$ cat src/rtl/sort_pkg.sv
// sort_pkg: shared FSM encoding and default sizes for the sort stream host.
package sort_pkg;

    localparam int SORT_N = 8;
    localparam int SORT_L = 4;

    typedef enum logic [2:0] {
        S_LOAD,
        S_START,
        S_WAIT,
        S_RDREQ,
        S_RDCAP,
        S_OUT
    } state_t;

endpackage

$ cat src/rtl/sort_host_cnt.sv
// sort_host_cnt: L-bit enabled wrapping counter with clear and terminal-count flag.
module sort_host_cnt #(
    parameter int L = 4
) (
    input  logic         clk,
    input  logic         rst,
    input  logic         en,
    input  logic         clr,
    output logic [L-1:0] q,
    output logic         tc
);

    always_ff @(posedge clk or posedge rst) begin
        if (rst) begin
            q <= '0;
        end else if (clr) begin
            q <= '0;
        end else if (en) begin
            q <= q + L'(1);
        end
    end

    assign tc = &q;

endmodule

$ cat src/rtl/sort_stream_host.sv
// sort_stream_host: streams a D-word block into an external sorter and drains it.
// Define SORT_HOST_DESCEND_EN to read the sorted block back largest-first.
module sort_stream_host
    import sort_pkg::*;
#(
    parameter int N = SORT_N,
    parameter int L = SORT_L
) (
    input  logic         clk,
    input  logic         rst,
    input  logic         s_valid,
    output logic         s_ready,
    input  logic [N-1:0] s_data,
    output logic         m_valid,
    input  logic         m_ready,
    output logic [N-1:0] m_data,
    output logic         m_last,
    output logic         srt_wrinit,
    output logic         srt_rd,
    output logic         srt_start,
    output logic [L-1:0] srt_addr,
    output logic [N-1:0] srt_datain,
    input  logic [N-1:0] srt_dataout,
    input  logic         srt_done,
    output logic         busy
);

    localparam logic [L-1:0] LAST_ADDR = '1;

    state_t state, state_nx;

    logic [L-1:0] ld_cnt, rd_cnt, rd_addr;
    logic         ld_tc, rd_tc;
    logic         s_hs, m_hs;
    logic         wr_q, start_q;
    logic [L-1:0] waddr_q;
    logic [N-1:0] wdata_q;

    assign s_hs = s_valid & s_ready;
    assign m_hs = m_valid & m_ready;

    sort_host_cnt #(.L(L)) u_ld_cnt (
        .clk (clk),
        .rst (rst),
        .en  (s_hs),
        .clr (1'b0),
        .q   (ld_cnt),
        .tc  (ld_tc)
    );

    sort_host_cnt #(.L(L)) u_rd_cnt (
        .clk (clk),
        .rst (rst),
        .en  (m_hs),
        .clr (state == S_WAIT),
        .q   (rd_cnt),
        .tc  (rd_tc)
    );

`ifdef SORT_HOST_DESCEND_EN
    assign rd_addr = LAST_ADDR - rd_cnt;
`else
    assign rd_addr = rd_cnt;
`endif

    always_ff @(posedge clk or posedge rst) begin
        if (rst) begin
            state <= S_LOAD;
        end else begin
            state <= state_nx;
        end
    end

    // start_q is high only in the first WAIT cycle, which doubles as the
    // marker for ignoring a done flag left over from the previous block.
    always_comb begin
        state_nx = state;
        s_ready  = 1'b0;
        srt_rd   = 1'b0;
        m_valid  = 1'b0;
        unique case (state)
            S_LOAD: begin
                s_ready = 1'b1;
                if (s_hs && ld_tc) state_nx = S_START;
            end
            S_START: state_nx = S_WAIT;
            S_WAIT: begin
                if (srt_done && !start_q) state_nx = S_RDREQ;
            end
            S_RDREQ: begin
                srt_rd   = 1'b1;
                state_nx = S_RDCAP;
            end
            S_RDCAP: state_nx = S_OUT;
            S_OUT: begin
                m_valid = 1'b1;
                if (m_ready) state_nx = rd_tc ? S_LOAD : S_RDREQ;
            end
            default: state_nx = S_LOAD;
        endcase
    end

    always_ff @(posedge clk or posedge rst) begin
        if (rst) begin
            wr_q    <= 1'b0;
            start_q <= 1'b0;
            waddr_q <= '0;
            wdata_q <= '0;
            m_data  <= '0;
        end else begin
            wr_q    <= s_hs;
            start_q <= (state == S_START);
            if (s_hs) begin
                waddr_q <= ld_cnt;
                wdata_q <= s_data;
            end
            if (state == S_RDCAP) m_data <= srt_dataout;
        end
    end

    assign srt_wrinit = wr_q;
    assign srt_start  = start_q;
    assign srt_datain = wdata_q;
    assign srt_addr   = srt_rd ? rd_addr : waddr_q;
    assign m_last     = m_valid & rd_tc;
    assign busy       = (state != S_LOAD) || (ld_cnt != '0);

endmodule

$ cat config.mk
export PLATFORM = sky130hd
export DESIGN_NAME = sort_stream_host
export DESIGN_NICKNAME = d
export VERILOG_FILES = /design/src/rtl/sort_pkg.sv /design/src/rtl/sort_host_cnt.sv /design/src/rtl/sort_stream_host.sv
export SDC_FILE = /design/constraint.sdc
export NUM_CORES = 1
export LEC_CHECK = 0
export ABC_AREA = 0
export CAP_MARGIN = 40
export CORE_ASPECT_RATIO = 1.5
export CORE_MARGIN = 8
export CORE_UTILIZATION = 41
export DETAILED_ROUTE_END_ITERATION = 10
export PLACE_DENSITY = 0.75
export SYNTH_ARGS = -nofsm -noshare
export SYNTH_HDL_FRONTEND = slang
export SYNTH_SLANG_ARGS = --single-unit
$ cat constraint.sdc
create_clock -name clk -period 1.6 [get_ports clk]
set_input_delay 0.48 -clock clk [delete_from_list [all_inputs] [get_ports clk]]
set_output_delay 0.48 -clock clk [all_outputs]
set_load 0.005 [all_outputs]
==> impl_metrics.env <==
export IMPL_status="finished with violations"
export IMPL_failed_checks="setup timing"
export IMPL_total_leakage_power_nw=1.25
export IMPL_num_nets_final=236
export IMPL_die_w_um=65.6
export IMPL_dieHeight_um=90.4
export IMPL_wl_mm=4.59
export IMPL_drt_iter0_drc=30
export IMPL_ys_top_cells_by_count="33 x dfrtp_1, 24 x mux2_2, 8 x a21oi_1"
export IMPL_ioPinCount=48
export IMPL_fmax_ghz=0.521
export IMPL_synthAdderAreaFrac=0.0248
export IMPL_tns_ps=-3960
export IMPL_antenna_found_initial=0
export IMPL_design_area_mm2=0.00263
export IMPL_finalHoldViolations=0
export IMPL_hold_path_class="reg -> reg"
export IMPL_fin_worst_skew_ps=6.35
export IMPL_gp_congestion=0.837
export IMPL_ff2ff_setup_slack_ps=-180
export IMPL_setup_viol=24
export IMPL_wl_per_cell_um=17.9
export IMPL_syn_instance_count=118
export IMPL_multi_input_area_um2=703
export IMPL_period_share=1.20
export IMPL_drc=0
export IMPL_ff_latch_area_um2=826
export IMPL_reg2reg_depth=6
export IMPL_gr_usage_all_layers=0.156
export IMPL_slew_viol_final=0
export IMPL_yosysTopAreaCell="dfrtp_1"
export IMPL_synth_top_family_by_area="multiplexers"
export IMPL_synth_compound_area_frac=0.0687
export IMPL_postRouteAntennaNets=0
export IMPL_synthArstFlopShare=1.00
export IMPL_grt_setup_unrepaired="yes"
export IMPL_synth_nets=142
export IMPL_synthFlopType="dfrtp_1"
export IMPL_placed_cell_area_mm2=0.00224
export IMPL_initial_core_util=0.418
export IMPL_worstReg2RegStart="state[0]"
export IMPL_post_route_min_period_ps=1920
export IMPL_crit_path_start_kind="flip-flop"
export IMPL_cap_violations=0
export IMPL_cp_startpoint="state[0]"
export IMPL_vias=1293
export IMPL_syn_area_mm2=0.00151
export IMPL_synth_warning_count=0
export IMPL_design_core_area_mm2=0.00361
export IMPL_synth_mux_area_frac=0.179
export IMPL_first_pass_iters=4
export IMPL_routed_via_density=5.05
export IMPL_setup_ws_ps=-320
export IMPL_num_rows=27
export IMPL_relSlewSlack=0.772
export IMPL_synth_xor_area_frac=0.0281
export IMPL_pre_cts_slack_ps=-301
export IMPL_final_cells=256
export IMPL_fillCellCount=247
export IMPL_cts_tree="done"
export IMPL_diodes=0
export IMPL_clkSinkCount=33
export IMPL_dp_cells=231
export IMPL_grt_pass1_vias=1442
export IMPL_port_buffers=47
export IMPL_synthSimpleGateAreaFrac=0.109
export IMPL_cp_max_fo=4
export IMPL_crit_path_end_kind="primary output"
export IMPL_synth_avg_cell_area_um2=12.8
export IMPL_rr_endpoint="srt_datain[5]"
export IMPL_worstPathArrival_ps=1440
export IMPL_grt_pass1_wl_mm=7.08
export IMPL_synth_top_cell_area_share=0.546
export IMPL_synth_most_common_cell="dfrtp_1"
export IMPL_power_density_mw_per_mm2=1840
export IMPL_critPathCapture="srt_addr[2]"
export IMPL_cts_buffers=5
export IMPL_ys_types=29
export IMPL_clockBufferDepth=2
export IMPL_path_clk_slew_ps=60
export IMPL_die_area_mm2=0.00593
export IMPL_grt_ovfl_total=0
export IMPL_cts_root_buf="clkbuf_8"
export IMPL_htreeDepth=2
export IMPL_ys_seq_area_frac=0.546
export IMPL_grt_max_degree=34
export IMPL_synth_edf_count=0
export IMPL_path_class="reg -> out"
export IMPL_worstPathRequired_ps=1120
export IMPL_yosys_top_cells_area="dfrtp_1 55%, mux2_2 18%, a21oi_1 2.6%, ha_1 2.5%, inv_1 1.7%"
export IMPL_area_growth_pct=73.9
export IMPL_dp_final_hpwl_mm=2.90
export IMPL_ir_drop_mv=1.23
export IMPL_worst_slew_pin_slew_ps=340
export IMPL_clk_latency_ps=280
export IMPL_ys_ff_latch=33
export IMPL_final_layout_size_suffix_gt1_frac=0.469
[sequential cells by signal, summed over array words and instances (netlist names)]
name / cells
m_data: 8
srt_datain: 8
u_ld_cnt.q: 4
u_rd_cnt.q: 4
waddr_q: 4
state: 3
srt_start: 1
srt_wrinit: 1
[routing by layer]
metal	GRT usage	routed length (µm)
met5	0	0
met4	0.0713	128
met3	0.0671	268
met2	0.275	2590
met1	0.147	1600
[cell type report]
type / count / share of cell area
repair buffers: 93 / 0.349
flip-flops and latches: 33 / 0.314
multi-input cells: 72 / 0.267
clock buffers: 7 / 0.0366
well taps: 43 / 0.0205
inverters: 7 / 0.0100
clock inverters: 1 / 0.00190
[where the power goes]
part           total (mW)  switching (mW)  internal (mW)
sequential           1.43           0.216           1.21
combinational        2.73            1.08           1.66
clock               0.683           0.294          0.388
total                4.84            1.59           3.26
[logic make-up after synthesis]
logic type	count (synthesis)
compound gates	17
fa+ha+maj	3
mux	24
flops	33
xor+xnor	4
simple gates	24
buf+inv	13
[metrics by stage]
step | utilization | hold WS [ps] | power [mW]
global placement | 0.619 | 492 | 3.55
CTS | 0.690 | 514 | 4.43
floorplan | - | 475 | 2.40
finish | 0.727 | 507 | 4.84
global route | 0.727 | 533 | 5.13
detailed placement | 0.619 | 495 | 3.63
[critical path, cell delays in order (launching register included)]
cell	delay, ps
dfrtp_1	420
nand3b_1	150
buf_6	140
mux2_2	320
buf_2	130
[what timing repair did]
action,CTS,global route
pin swaps,5,4
setup endpoints to repair,47,30
gates cloned,2,0
setup buffers,12,7
resized for setup,64,30
hold buffers,0,0
[layout by cell type (no fill, tap or decap), types with 3 or more instances in the layout]
cell | netlist | layout
clkdlybuf4s50_1 | 0 | 20
ha_1 | 3 | 3
nand3_1 | 4 | 3
a311oi_1 | 3 | 3
dfrtp_1 | 33 | 33
buf_12 | 0 | 4
clkbuf_8 | 0 | 7
inv_1 | 7 | 5
dlygate4sd2_1 | 0 | 18
nand2_1 | 4 | 3
mux2_2 | 24 | 17
buf_4 | 0 | 32
buf_6 | 2 | 12
a21oi_1 | 8 | 8
buf_2 | 2 | 3
mux2_4 | 0 | 7
[worst min-delay path by stage]
stage	depth (start not counted)	startpoint	slack (ps)	to
2_1_floorplan	1	waddr_q[0]	470	waddr_q[0]
4_1_cts	1	srt_datain[2]	510	srt_datain[2]
3_3_place_gp	1	m_data[6]	490	m_data[6]
5_1_grt	1	srt_datain[3]	530	srt_datain[3]
6_report	1	srt_datain[2]	510	srt_datain[2]
3_5_place_dp	1	srt_datain[2]	500	srt_datain[2]
Power figures use the tool's default switching activity.
==> variant 1 (same settings) <==
The option `SORT_HOST_DESCEND_EN` is turned on by a define.
--- a/src/rtl/sort_stream_host.sv
+++ b/src/rtl/sort_stream_host.sv
@@ -1,5 +1,7 @@
 // sort_stream_host: streams a D-word block into an external sorter and drains it.
 // Define SORT_HOST_DESCEND_EN to read the sorted block back largest-first.
+`define SORT_HOST_DESCEND_EN
+
 module sort_stream_host
     import sort_pkg::*;
 #(
Check against the original RTL: same outputs for any inputs over 10 cycles, from zero or initial values and one cycle with rst high; that may be too few to reach the edited logic, so the function may still have changed.
==> variant 1 against the unedited design <==
The run still ends with negative setup slack left; first-iteration DRC count increased to 3.0 times the old value; wire length increased by 18%; synthesized area grew 0.41%; worst setup slack lost 25 ps; cell area rose by 3.4%; clock power grew 18%; sequential cell count unchanged; total power up 11%; largest power group unchanged; highest routed layer unchanged.
==> variant 1: results (changes against the unedited design) <==
[sta]
finalSetupTns_ps=-5030  ; -1070 ps
setup_slack_ps=-345  ; -25.2 ps
slew_headroom_pct=80.8  ; +3.6 points
worst_hold_slack_ps=510  ; +2.97 ps
setup_viol=28  ; +17%

[global_routing]
grt_pass1_vias=1520  ; +5.4%
grt_usage_pct=16.8  ; +1.2 points

[pwr]
p_leak_nw=1.29  ; +2.6%
powerComb_mw=3.06  ; +12%
p_clk_uw=805  ; +18%
cellInternalPower_mw=3.51  ; +7.7%
power_switching_mw=1.85  ; +17%

[routing]
drt_wl_total_um=5420  ; +18%
num_vias=1443  ; +12%
met2WireLength_um=3120  ; +21%

[finish]
fillCellCount=238  ; -3.6%
drive_gt1_share_pct=49.3  ; +2.4 points
finish.net_count=244  ; +3.4%

[critical_path]
r2r-start=state[2]
r2r-end=waddr_q[1]
arrival_ps=1460  ; +20 ps
r2r_cells=7  ; +1

[yosys]
synthTopCellsByCount=dfrtp_1 (33), mux2_2 (20), o21ai_0 (11)
synthMuxAreaShare_pct=14.8  ; -3.0 points
seq_area_frac_synth_pct=54.4  ; -0.23 points
synth-compound-area-share_pct=9.40  ; +2.5 points
synth.distinct_cells=30  ; +3.4%
syn-num-nets=148  ; +4.2%

[outcome]
status=finished, violations left
violations=negative setup slack

[placement]
dp_hpwl_um=3050  ; +5.4%
gp_congestion=0.856  ; +2.3%
dpl_cell_area_um2=2190  ; -2.0%

[min_path]
hold_path_end=m_data[1]
hp-start=m_data[1]

-- variant 1: routing by layer --
| layer | global-route usage [%] | vias to the layer above |
|---|---|---|
| li1 | - | 639 |
| met1 | 15.7 | 736 |
| met2 | 32.7 | 56 |
| met3 | 2.86 | 12 |
| met4 | 7.68 | 0 |
| met5 | 0 | - |
-- variant 1: metrics by stage --
stage | setup slack [ps] | util, % | instances
global route | -395 | 75.2 | 264
global placement | -327 | 60.7 | 230
finish | -345 | 75.2 | 264
CTS | -255 | 69.9 | 258
floorplan | 9.79 | - | 124
detailed placement | -373 | 60.7 | 230
-- variant 1: layout make-up --
type                       instances  area [µm²]  area share (%)
multi-input combinational         78         781            28.7
sequential                        33         827            30.4
clock inverter                     1        30.0            1.10
clock buffer                       7        86.3            3.18
tap                               43        53.8            1.98
inverter                           7        28.8            1.06
timing repair buffer              95         912            33.5
-- variant 1: worst max-delay path by stage --
stage / cells past startpoint / start / to
floorplan: 4 / state[0] / srt_datain[0]
global placement: 3 / state[2] / srt_addr[0]
detailed placement: 3 / state[2] / srt_addr[1]
CTS: 6 / state[2] / busy
global route: 5 / state[2] / srt_addr[0]
finish: 5 / state[2] / srt_addr[0]
-- variant 1: worst max-delay path, cell delays in order, from the launching register on --
cell and delay (ps):
dfrtp_1 420, nand3b_1 290, buf_4 210, nand2_1 80, o21ai_2 60, buf_2 130
-- variant 1: timing repair --
| action | 4_1_cts | 5_1_grt |
|---|---|---|
| buffers inserted | 18 | 7 |
| cloned | 2 | 1 |
| gates resized for setup | 88 | 36 |
| pin swaps | 9 | 16 |
| setup endpoints to repair | 48 | 37 |
==> variant 2 (same settings) <==
Made on the original files. Re-encode `state_t` (6 states) as one-hot, 6 bits wide.
--- a/src/rtl/sort_pkg.sv
+++ b/src/rtl/sort_pkg.sv
@@ -4,13 +4,13 @@
     localparam int SORT_N = 8;
     localparam int SORT_L = 4;
 
-    typedef enum logic [2:0] {
-        S_LOAD,
-        S_START,
-        S_WAIT,
-        S_RDREQ,
-        S_RDCAP,
-        S_OUT
+    typedef enum logic [5:0] {
+        S_LOAD  = 6'b000001,
+        S_START = 6'b000010,
+        S_WAIT  = 6'b000100,
+        S_RDREQ = 6'b001000,
+        S_RDCAP = 6'b010000,
+        S_OUT   = 6'b100000
     } state_t;
 
 endpackage
Function: same outputs for any inputs over 10 cycles, from zero or initial values and one cycle with rst high; not proved beyond that.
==> variant 2 against the unedited design <==
Worst setup slack worse by 270 ps; critical endpoint is now srt_addr[0]; sequential cell count is 3 higher; first-iteration DRC count up 17%; global-route usage rose by 1.3 points; cell area rose by 6.9%; sequential share of layout area is 0.84 points higher; the run still ends with negative setup slack left; wire length up 14%; synthesized area up 5.5%; critical path depth is 1 higher; via count grew 12%; largest power group unchanged; highest routed layer unchanged; total power fell by 29%.
==> variant 2: results (changes against the unedited design) <==
[outcome]
status=finished, violations left
violations=negative setup slack

[placement]
gp_congestion=0.842  ; +0.55%
dp_hpwl_um=3450  ; +19%
place_inst=254  ; +10%

[finish]
drive_gt1_share_pct=48.9  ; +2.0 points
finish.net_count=256  ; +8.5%

[yosys]
synth.distinct_cells=34  ; +17%
synthAdderAreaFrac_pct=2.35  ; -0.13 points
seq_area_frac_synth_pct=56.5  ; +1.9 points
synth-xor-area-share_pct=3.29  ; +0.48 points
synthTopCellsByCount=dfrtp_1 (35), mux2_2 (15), nand2_1 (15)
synth-compound-area-share_pct=4.71  ; -2.2 points
synthTopCellsByArea=dfrtp_1 (55%), mux2_2 (11%), mux2_1 (3.5%)

[routing]
met2WireLength_um=3030  ; +17%
via_per_inst=5.23  ; +3.5%
drt-wirelength-per-cell_um=18.8  ; +5.1%
wl_met1_um=1720  ; +7.5%
met3WireLength_um=353  ; +32%
drt_iter0_drc=35  ; +17%

[critical_path]
r2r_slack_ps=-350  ; -170 ps
r2r_cells=8  ; +2
r2r-end=m_data[0]
crit_path_end=srt_addr[0]
startpoint=state[2]

[global_routing]
grt_max_degree=37  ; +8.8%
use_met2_pct=30.9  ; +3.4 points
use_met1_pct=16.0  ; +1.3 points
grt_usage_pct=16.8  ; +1.3 points
grt_pass1_wl_um=8020  ; +13%
grt_pass1_vias=1714  ; +19%

[sta]
setup_viol=35  ; +46%
tightest_slew_ps=328  ; -12.5 ps
finalSetupTns_ps=-8300  ; -4340 ps
setup_slack_ps=-588  ; -269 ps
fin_worst_skew_ps=3.24  ; -3.11 ps
worst_hold_slack_ps=499  ; -7.89 ps

[clock_network]
root_buffer=clkbuf_8
cts_setup_buffers=18  ; +6
cts-resized-gates=76  ; +19%

[pwr]
peakVddDrop_v=0.00114  ; -6.9%
p_leak_nw=1.36  ; +8.4%

[min_path]
hold_depth=2  ; +1
hp-start=waddr_q[0]

## variant 2: cell count changes after synthesis, sizes merged, moves of 2 or more
cell	change
a211oi	-2
xor2	+2
dfrtp	+2
clkbuf	-2
nor2	+5
mux2	-4
nand3	+4
a21oi	-6
a311oi	-3
o21ai	+2
nor4	+2
buf	-2
nand2	+11
## variant 2: where the power goes
part / switching [mW] / internal, mW / leakage (nW)
sequential: 0.125 / 1.13 / 0.441
clock: 0.335 / 0.461 / 0.0541
combinational: 0.579 / 0.811 / 0.864
total: 1.04 / 2.40 / 1.36
## variant 2: critical path: stages (launching register included)
cell and delay (ps):
dfrtp_2 440, nor4b_4 280, nand2_2 150, buf_6 150, mux2_2 280, buf_6 120
## variant 2: layout make-up
cell class              count  area, µm²
fillers                   258       1040
flip-flops and latches     36        906
repair buffers             94        875
multi-input cells          87        822
clock buffers               5       68.8
well taps                  45       56.3
clock inverters             3       42.5
inverters                   7       31.3
repair inverters            1       7.51
